### src/rtl/sync_fifo_pkg.sv
`default_nettype none
// +--------------------------------------------------------------------------+
// | sync_fifo_pkg : shared constants, word type and pointer-wrap helper      |
// | Rev 1.0                                                                  |
// +--------------------------------------------------------------------------+
package sync_fifo_pkg;

  localparam int unsigned DEF_WORD_SIZE  = 54;
  localparam int unsigned DEF_FIFO_DEPTH = 21;

  typedef logic [DEF_WORD_SIZE-1:0] fifo_word_t;

  // Wraps at depth-1 so non-power-of-two depths never index past the array.
  function automatic int unsigned next_ptr(input int unsigned ptr, input int unsigned depth);
    return (ptr == depth - 32'd1) ? 32'd0 : ptr + 32'd1;
  endfunction

endpackage
`default_nettype wire

### src/rtl/fifo_ptr_ctr.sv
`default_nettype none
// +--------------------------------------------------------------------------+
// | fifo_ptr_ctr : wrapping FIFO pointer with enable, sync active-low reset  |
// | Rev 1.0                                                                  |
// +--------------------------------------------------------------------------+
module fifo_ptr_ctr
  import sync_fifo_pkg::*;
#(
  parameter int unsigned DEPTH = DEF_FIFO_DEPTH,
  parameter int unsigned PTR_W = $clog2(DEF_FIFO_DEPTH)
) (
  input  logic             clk,
  input  logic             reset,
  input  logic             en_i,
  output logic [PTR_W-1:0] ptr_o
);

  logic [PTR_W-1:0] ptr_q;
  logic [PTR_W-1:0] ptr_d;

  always_comb begin
    ptr_d = ptr_q;
    if (en_i) begin
      ptr_d = PTR_W'(next_ptr(32'(ptr_q), DEPTH));
    end
  end

  always_ff @(posedge clk) begin
    if (!reset) begin
      ptr_q <= '0;
    end else begin
      ptr_q <= ptr_d;
    end
  end

  assign ptr_o = ptr_q;

endmodule
`default_nettype wire

### src/rtl/sync_fifo_param.sv
`default_nettype none
// +--------------------------------------------------------------------------+
// | sync_fifo_param : single-clock FIFO, occupancy count, threshold flags,   |
// | registered read. SYNC_FIFO_ERR_FLAGS_EN adds sticky overflow/underflow.  |
// | Rev 1.0                                                                  |
// +--------------------------------------------------------------------------+
module sync_fifo_param
  import sync_fifo_pkg::*;
#(
  parameter int unsigned WORD_SIZE  = DEF_WORD_SIZE,
  parameter int unsigned FIFO_DEPTH = DEF_FIFO_DEPTH,
  parameter int unsigned AF_THRESH  = FIFO_DEPTH - 2,
  parameter int unsigned AE_THRESH  = 2,
  parameter int unsigned CNT_W      = $clog2(FIFO_DEPTH + 1)
) (
  input  logic                 clk,
  input  logic                 reset,
  input  logic                 write_enable,
  input  logic                 read_enable,
  input  logic [WORD_SIZE-1:0] data_in,
  output logic [WORD_SIZE-1:0] data_out,
  output logic                 data_valid,
  output logic                 empty_signal,
  output logic                 full_signal,
  output logic                 almost_empty,
  output logic                 almost_full,
  output logic [CNT_W-1:0]     count
`ifdef SYNC_FIFO_ERR_FLAGS_EN
  ,
  input  logic                 err_clear,
  output logic                 overflow,
  output logic                 underflow
`endif
);

  localparam int unsigned      PTR_W   = (FIFO_DEPTH > 1) ? $clog2(FIFO_DEPTH) : 1;
  localparam logic [CNT_W-1:0] C_DEPTH = CNT_W'(FIFO_DEPTH);
  localparam logic [CNT_W-1:0] C_AF    = CNT_W'(AF_THRESH);
  localparam logic [CNT_W-1:0] C_AE    = CNT_W'(AE_THRESH);

  logic [WORD_SIZE-1:0] mem_q [FIFO_DEPTH];
  logic [PTR_W-1:0]     wrptr;
  logic [PTR_W-1:0]     rdptr;
  logic [CNT_W-1:0]     count_q;
  logic [CNT_W-1:0]     count_d;
  logic [WORD_SIZE-1:0] dout_q;
  logic                 valid_q;
  logic                 empty_q;
  logic                 full_q;
  logic                 ae_q;
  logic                 af_q;
  logic                 rd_ok;
  logic                 wr_ok;

  // A full FIFO still accepts a write when the same cycle frees a slot.
  assign rd_ok = read_enable & ~empty_q;
  assign wr_ok = write_enable & (~full_q | rd_ok);

  fifo_ptr_ctr #(.DEPTH(FIFO_DEPTH), .PTR_W(PTR_W)) u_wr_ptr (
    .clk   (clk),
    .reset (reset),
    .en_i  (wr_ok),
    .ptr_o (wrptr)
  );

  fifo_ptr_ctr #(.DEPTH(FIFO_DEPTH), .PTR_W(PTR_W)) u_rd_ptr (
    .clk   (clk),
    .reset (reset),
    .en_i  (rd_ok),
    .ptr_o (rdptr)
  );

  always_comb begin
    count_d = count_q;
    if (wr_ok && !rd_ok) begin
      count_d = count_q + 1'b1;
    end else if (rd_ok && !wr_ok) begin
      count_d = count_q - 1'b1;
    end
  end

  always_ff @(posedge clk) begin
    if (reset && wr_ok) begin
      mem_q[wrptr] <= data_in;
    end
  end

  always_ff @(posedge clk) begin
    if (!reset) begin
      count_q <= '0;
      dout_q  <= '0;
      valid_q <= 1'b0;
      empty_q <= 1'b1;
      full_q  <= 1'b0;
      ae_q    <= 1'b1;
      af_q    <= (AF_THRESH == 0);
    end else begin
      count_q <= count_d;
      valid_q <= rd_ok;
      if (rd_ok) begin
        dout_q <= mem_q[rdptr];
      end
      // Flags track next-count so they line up with the registered count.
      empty_q <= (count_d == '0);
      full_q  <= (count_d == C_DEPTH);
      ae_q    <= (count_d <= C_AE);
      af_q    <= (count_d >= C_AF);
    end
  end

`ifdef SYNC_FIFO_ERR_FLAGS_EN
  logic ovf_q;
  logic unf_q;

  always_ff @(posedge clk) begin
    if (!reset) begin
      ovf_q <= 1'b0;
      unf_q <= 1'b0;
    end else begin
      if (write_enable && full_q && !rd_ok) begin
        ovf_q <= 1'b1;
      end else if (err_clear) begin
        ovf_q <= 1'b0;
      end
      if (read_enable && empty_q) begin
        unf_q <= 1'b1;
      end else if (err_clear) begin
        unf_q <= 1'b0;
      end
    end
  end

  assign overflow  = ovf_q;
  assign underflow = unf_q;
`endif

  assign data_out     = dout_q;
  assign data_valid   = valid_q;
  assign empty_signal = empty_q;
  assign full_signal  = full_q;
  assign almost_empty = ae_q;
  assign almost_full  = af_q;
  assign count        = count_q;

endmodule
`default_nettype wire

### config.mk
export PLATFORM = sky130hd
export DESIGN_NAME = sync_fifo_param
export DESIGN_NICKNAME = d
export VERILOG_FILES = /design/src/rtl/sync_fifo_pkg.sv /design/src/rtl/fifo_ptr_ctr.sv /design/src/rtl/sync_fifo_param.sv
export SDC_FILE = /design/constraint.sdc
export NUM_CORES = 1
export LEC_CHECK = 0
export BUFFER_PORTS_ARGS = -buffer_cell sky130_fd_sc_hd__buf_2
export CORE_MARGIN = 1
export CORE_UTILIZATION = 55
export CTS_CLUSTER_DIAMETER = 30
export DETAILED_ROUTE_END_ITERATION = 6
export HOLD_SLACK_MARGIN = 0.05
export PLACE_DENSITY = 0.72
export SYNTH_ARGS = -nofsm -noshare
export SYNTH_HDL_FRONTEND = slang
export SYNTH_SLANG_ARGS = --single-unit
### constraint.sdc
create_clock -name clk -period 6.7 [get_ports clk]
set_clock_uncertainty 0.2 [all_clocks]
set_input_delay 1.005 -clock clk [delete_from_list [all_inputs] [get_ports clk]]
set_output_delay 1.005 -clock clk [all_outputs]
set_load 0.005 [all_outputs]
==> key figures <==
Outcome
  • Status: finished, final reports clean

Synthesis
  • Most frequently used flop master after synthesis: edfxtp_1
  • Largest family of logic cells by synthesized area: multiplexers
  • Mean Syn Cell Area: between 20 and 25 um^2
  • Post-Synthesis Cells: roughly 2100
  • Top-count cell post-synth: edfxtp_1
  • Post-synthesis compound-gate area fraction: 0.0314
  • Mux share of post-synthesis cell area: 0.152
  • Synth Area in Simple Gates: 0.0206
  • Top cell type by total area after synthesis: edfxtp_1
  • Post-synthesis xor/xnor area fraction: 0.00211
  • Flops & latches, synth: between 1000 and 1500
  • Post-Syn Nets: roughly 2200
  • Seq/Total Area, Yosys: 0.777
  • Synth Warn #: 0
  • Area share of fa/ha/maj cells after synthesis: 0.00219
  • Post-synth EDFFs: 1134
  • Synthesized area: ~46000 um^2
  • Synth top cells by count: 1134 x edfxtp_1, 270 x mux4_2, 143 x nand2_1, 86 x a22oi_1, 76 x mux2_2
  • Post-synthesis cell type count: 46
  • Async SR Flop Fraction: 0
  • Largest cells by area after synthesis: edfxtp_1 74%, mux4_2 13%, dfxtp_1 3.2%, mux2_2 1.9%, a22oi_1 1.4%
  • Post-synth top area share: 0.745

Worst setup path
  • Worst-case reg-to-reg path depth: 5
  • Critical R2R Launch: empty_signal$_SDFF_PN1_
  • WP buf/inv: 1
  • CP startpoint kind: flip-flop
  • Crit-path max FO: 26
  • Worst EP arrival: 5.10 ns
  • Worst path slowest cell: nor2_4
  • Required @ worst endpoint: around 6.9 ns
  • Crit path max-delay family: simple AND/OR/NAND/NOR gates
  • Worst reg2reg setup slack: between 1.5 and 2 ns
  • Worst r2r dst: mem_q[4][15]$_DFFE_PP_
  • Worst setup path class: flip-flop to flip-flop
  • Crit path cell chain: nand2b_1 -> a21oi_1 -> nand3_1 -> nor2_4 -> buf_4
  • CP peak stage delay: roughly 1.3 ns
  • Crit end category: flip-flop

Clocking
  • CTS root buffer: clkbuf_16
  • CTS H-Tree Depth: 4
  • Clock Pin Slew Worst Setup and Hold Paths: around 0.06 ns
  • CTS Buffer Depth: 3
  • Clock sinks: roughly 1200
  • Worst-skew pair later-pin latency: a little under 0.8 ns
  • PostCTS Resize Cnt: 0
  • Hold_buf cts: 0
  • CTS buffer count: 189
  • Clock tree from TritonCTS: built
  • Postcts setup bufs: 0

Power
  • Comb power frac: 0.050
  • Internal: around 15000 uW
  • Peak supply drop: around 260 uV
  • Static leakage: 0.0177 uW
  • Total power: 19700 uW
  • Power per cell area: roughly 360 nW/um^2
  • Switching Share: 0.226
  • Psw: around 4500 uW
  • Clk pwr share: 0.521
  • Sequential power share: 0.429

Place
  • Placed instance count: between 3000 and 4000
  • Buffers on Ports: ~120
  • Area after DPL: between 40000 and 50000 um^2
  • DP HPWL: 55100 um
  • Placer Congestion: between 0.7 and 0.8
  • Pre-CTS setup slack: about 1.3 ns

Floorplan
  • Die width: between 200 and 300 um
  • Site row count: approximately 110
  • Die footprint: 84300 um^2
  • Num ports: 122
  • Initial core utilization: 0.556
  • Core area: 82200 um^2
  • Die Ht: between 200 and 300 um

Run
  • Maxcap violations: 0

Timing
  • Tightest Pin Transition: 1.37 ns
  • Final Max Slew Viols: 0
  • Clock period minus worst slack: 4.90 ns
  • Max_slew headroom: 0.0878
  • Final period util: 0.731
  • Fmax: between 200 and 250 MHz
  • Worst Setup Slack, final: about 1.8 ns
  • Setup Viol. Count Final: 0
  • TNS Setup: 0 ns
  • Hold violation count in the final report: 0
  • RSZ-0062 raised after global routing: no

Min path
  • Sink of the worst hold path: data_out[28]$_SDFFE_PN0P_
  • Hold path start: data_out[28]$_SDFFE_PN0P_
  • Hold path depth: 2
  • HP Class: flip-flop to flip-flop

Finish
  • Final cell area excluding filler cells: 54600 um^2
  • Diode count: 0
  • Sequential cell area: ~36000 um^2
  • Final Non-Filler Cells: about 3600
  • # nets final: between 2000 and 2500
  • Multi-input gate area: around 9700 um^2
  • Layout cells sized above 1: 0.346
  • # fillers: around 5000
  • Area Growth Syn to Fin: 19.4%

Global routing
  • Grt total ovfl: 0
  • Largest net degree at the start of global routing: 130
  • First-pass GRT wire length: between 150000 and 200000 um
  • GRT Util Overall: 0.255
  • Initial antenna violation count: 1
  • Vias in the first global route: ~24000

Routing
  • Initial DRT Pass Iterations: 5
  • ANT nets after route: 0
  • Vias: around 23000
  • Vias per Instance: 6.34
  • DR WL/cell: about 29 um
  • DRC errors left: 0
  • Wirelength, routed: 105000 um
  • Initial detailed-routing violation count: between 2000 and 3000
-- flip-flops by register name, summed over array words and instances (netlist names) --
| register | cells |
|---|---|
| u_wr_ptr.ptr_o | 5 |
| u_rd_ptr.ptr_o | 5 |
| almost_empty | 1 |
| count | 5 |
| data_out | 54 |
| empty_signal | 1 |
| full_signal | 1 |
| almost_full | 1 |
| mem_q | 1134 |
| data_valid | 1 |
-- stage by stage --
stage / utilization / hold slack [ns]
2_1_floorplan: - / 0.330
3_3_place_gp: 0.580 / 0.352
3_5_place_dp: 0.580 / 0.342
4_1_cts: 0.664 / 0.359
5_1_grt: 0.664 / 0.378
6_report: 0.664 / 0.358
-- worst max-delay path by stage --
stage,from,end,slack [ns],depth (start not counted)
floorplan,read_enable,mem_q[4][0]$_DFFE_PP_,1.82,6
global placement,read_enable,mem_q[4][11]$_DFFE_PP_,1.42,6
detailed placement,read_enable,mem_q[4][10]$_DFFE_PP_,1.34,6
CTS,empty_signal$_SDFF_PN1_,mem_q[4][15]$_DFFE_PP_,1.93,5
global route,empty_signal$_SDFF_PN1_,mem_q[4][15]$_DFFE_PP_,1.73,5
finish,empty_signal$_SDFF_PN1_,mem_q[4][15]$_DFFE_PP_,1.80,5
-- tightest hold or removal path: stages, from the launching register on --
cell and delay [ns]:
dfxtp_1 0.30, o21ai_0 0.16, a31oi_1 0.05
-- routing by layer --
metal / wire, um / vias up / GRT usage / part of all wire
met2: 53000 / 1278 / 0.418 / 0.50
met3: 9560 / 173 / 0.0622 / 0.091
li1: - / 9490 / - / -
met1: 40300 / 12000 / 0.338 / 0.38
met5: 0 / - / 0 / 0
met4: 2400 / 0 / 0.0847 / 0.023
-- power by group through the flow --
stage	clock, uW	sequential [uW]	combinational [uW]
3_5_place_dp	0	8590	977
5_1_grt	10700	8440	1060
2_1_floorplan	0	8550	654
4_1_cts	10400	8440	994
6_report	10300	8440	984
3_3_place_gp	0	8580	952
-- layout make-up --
cell class / instances / area share
flip-flops and latches: 1208 / 0.651
multi-input cells: 802 / 0.177
inverters: 9 / 0.000618
clock buffers: 205 / 0.0884
well taps: 1070 / 0.0245
clock inverters: 151 / 0.0377
repair buffers: 171 / 0.0205
-- cell families after synthesis --
kind of cell / count (synthesis)
DFF: 1208
muxes: 346
and+or+nand+nor: 224
AOI/OAI and AO/OA: 213
buffers and inverters: 132
xor gates and xnor gates: 11
adders and majority gates: 8
-- cell usage in the layout, fill, tap and decap left out, drive strengths merged, types with 46 or more instances in the layout --
master  Yosys  routed
nand2     143     143
clkinv      0      69
mux2       76      76
edfxtp   1134    1134
mux4      270     270
a22oi      86      86
nor2       46      46
dfxtp      74      74
clkbuf     46     205
buf        77     171
(Power assumes the default switching activity.)
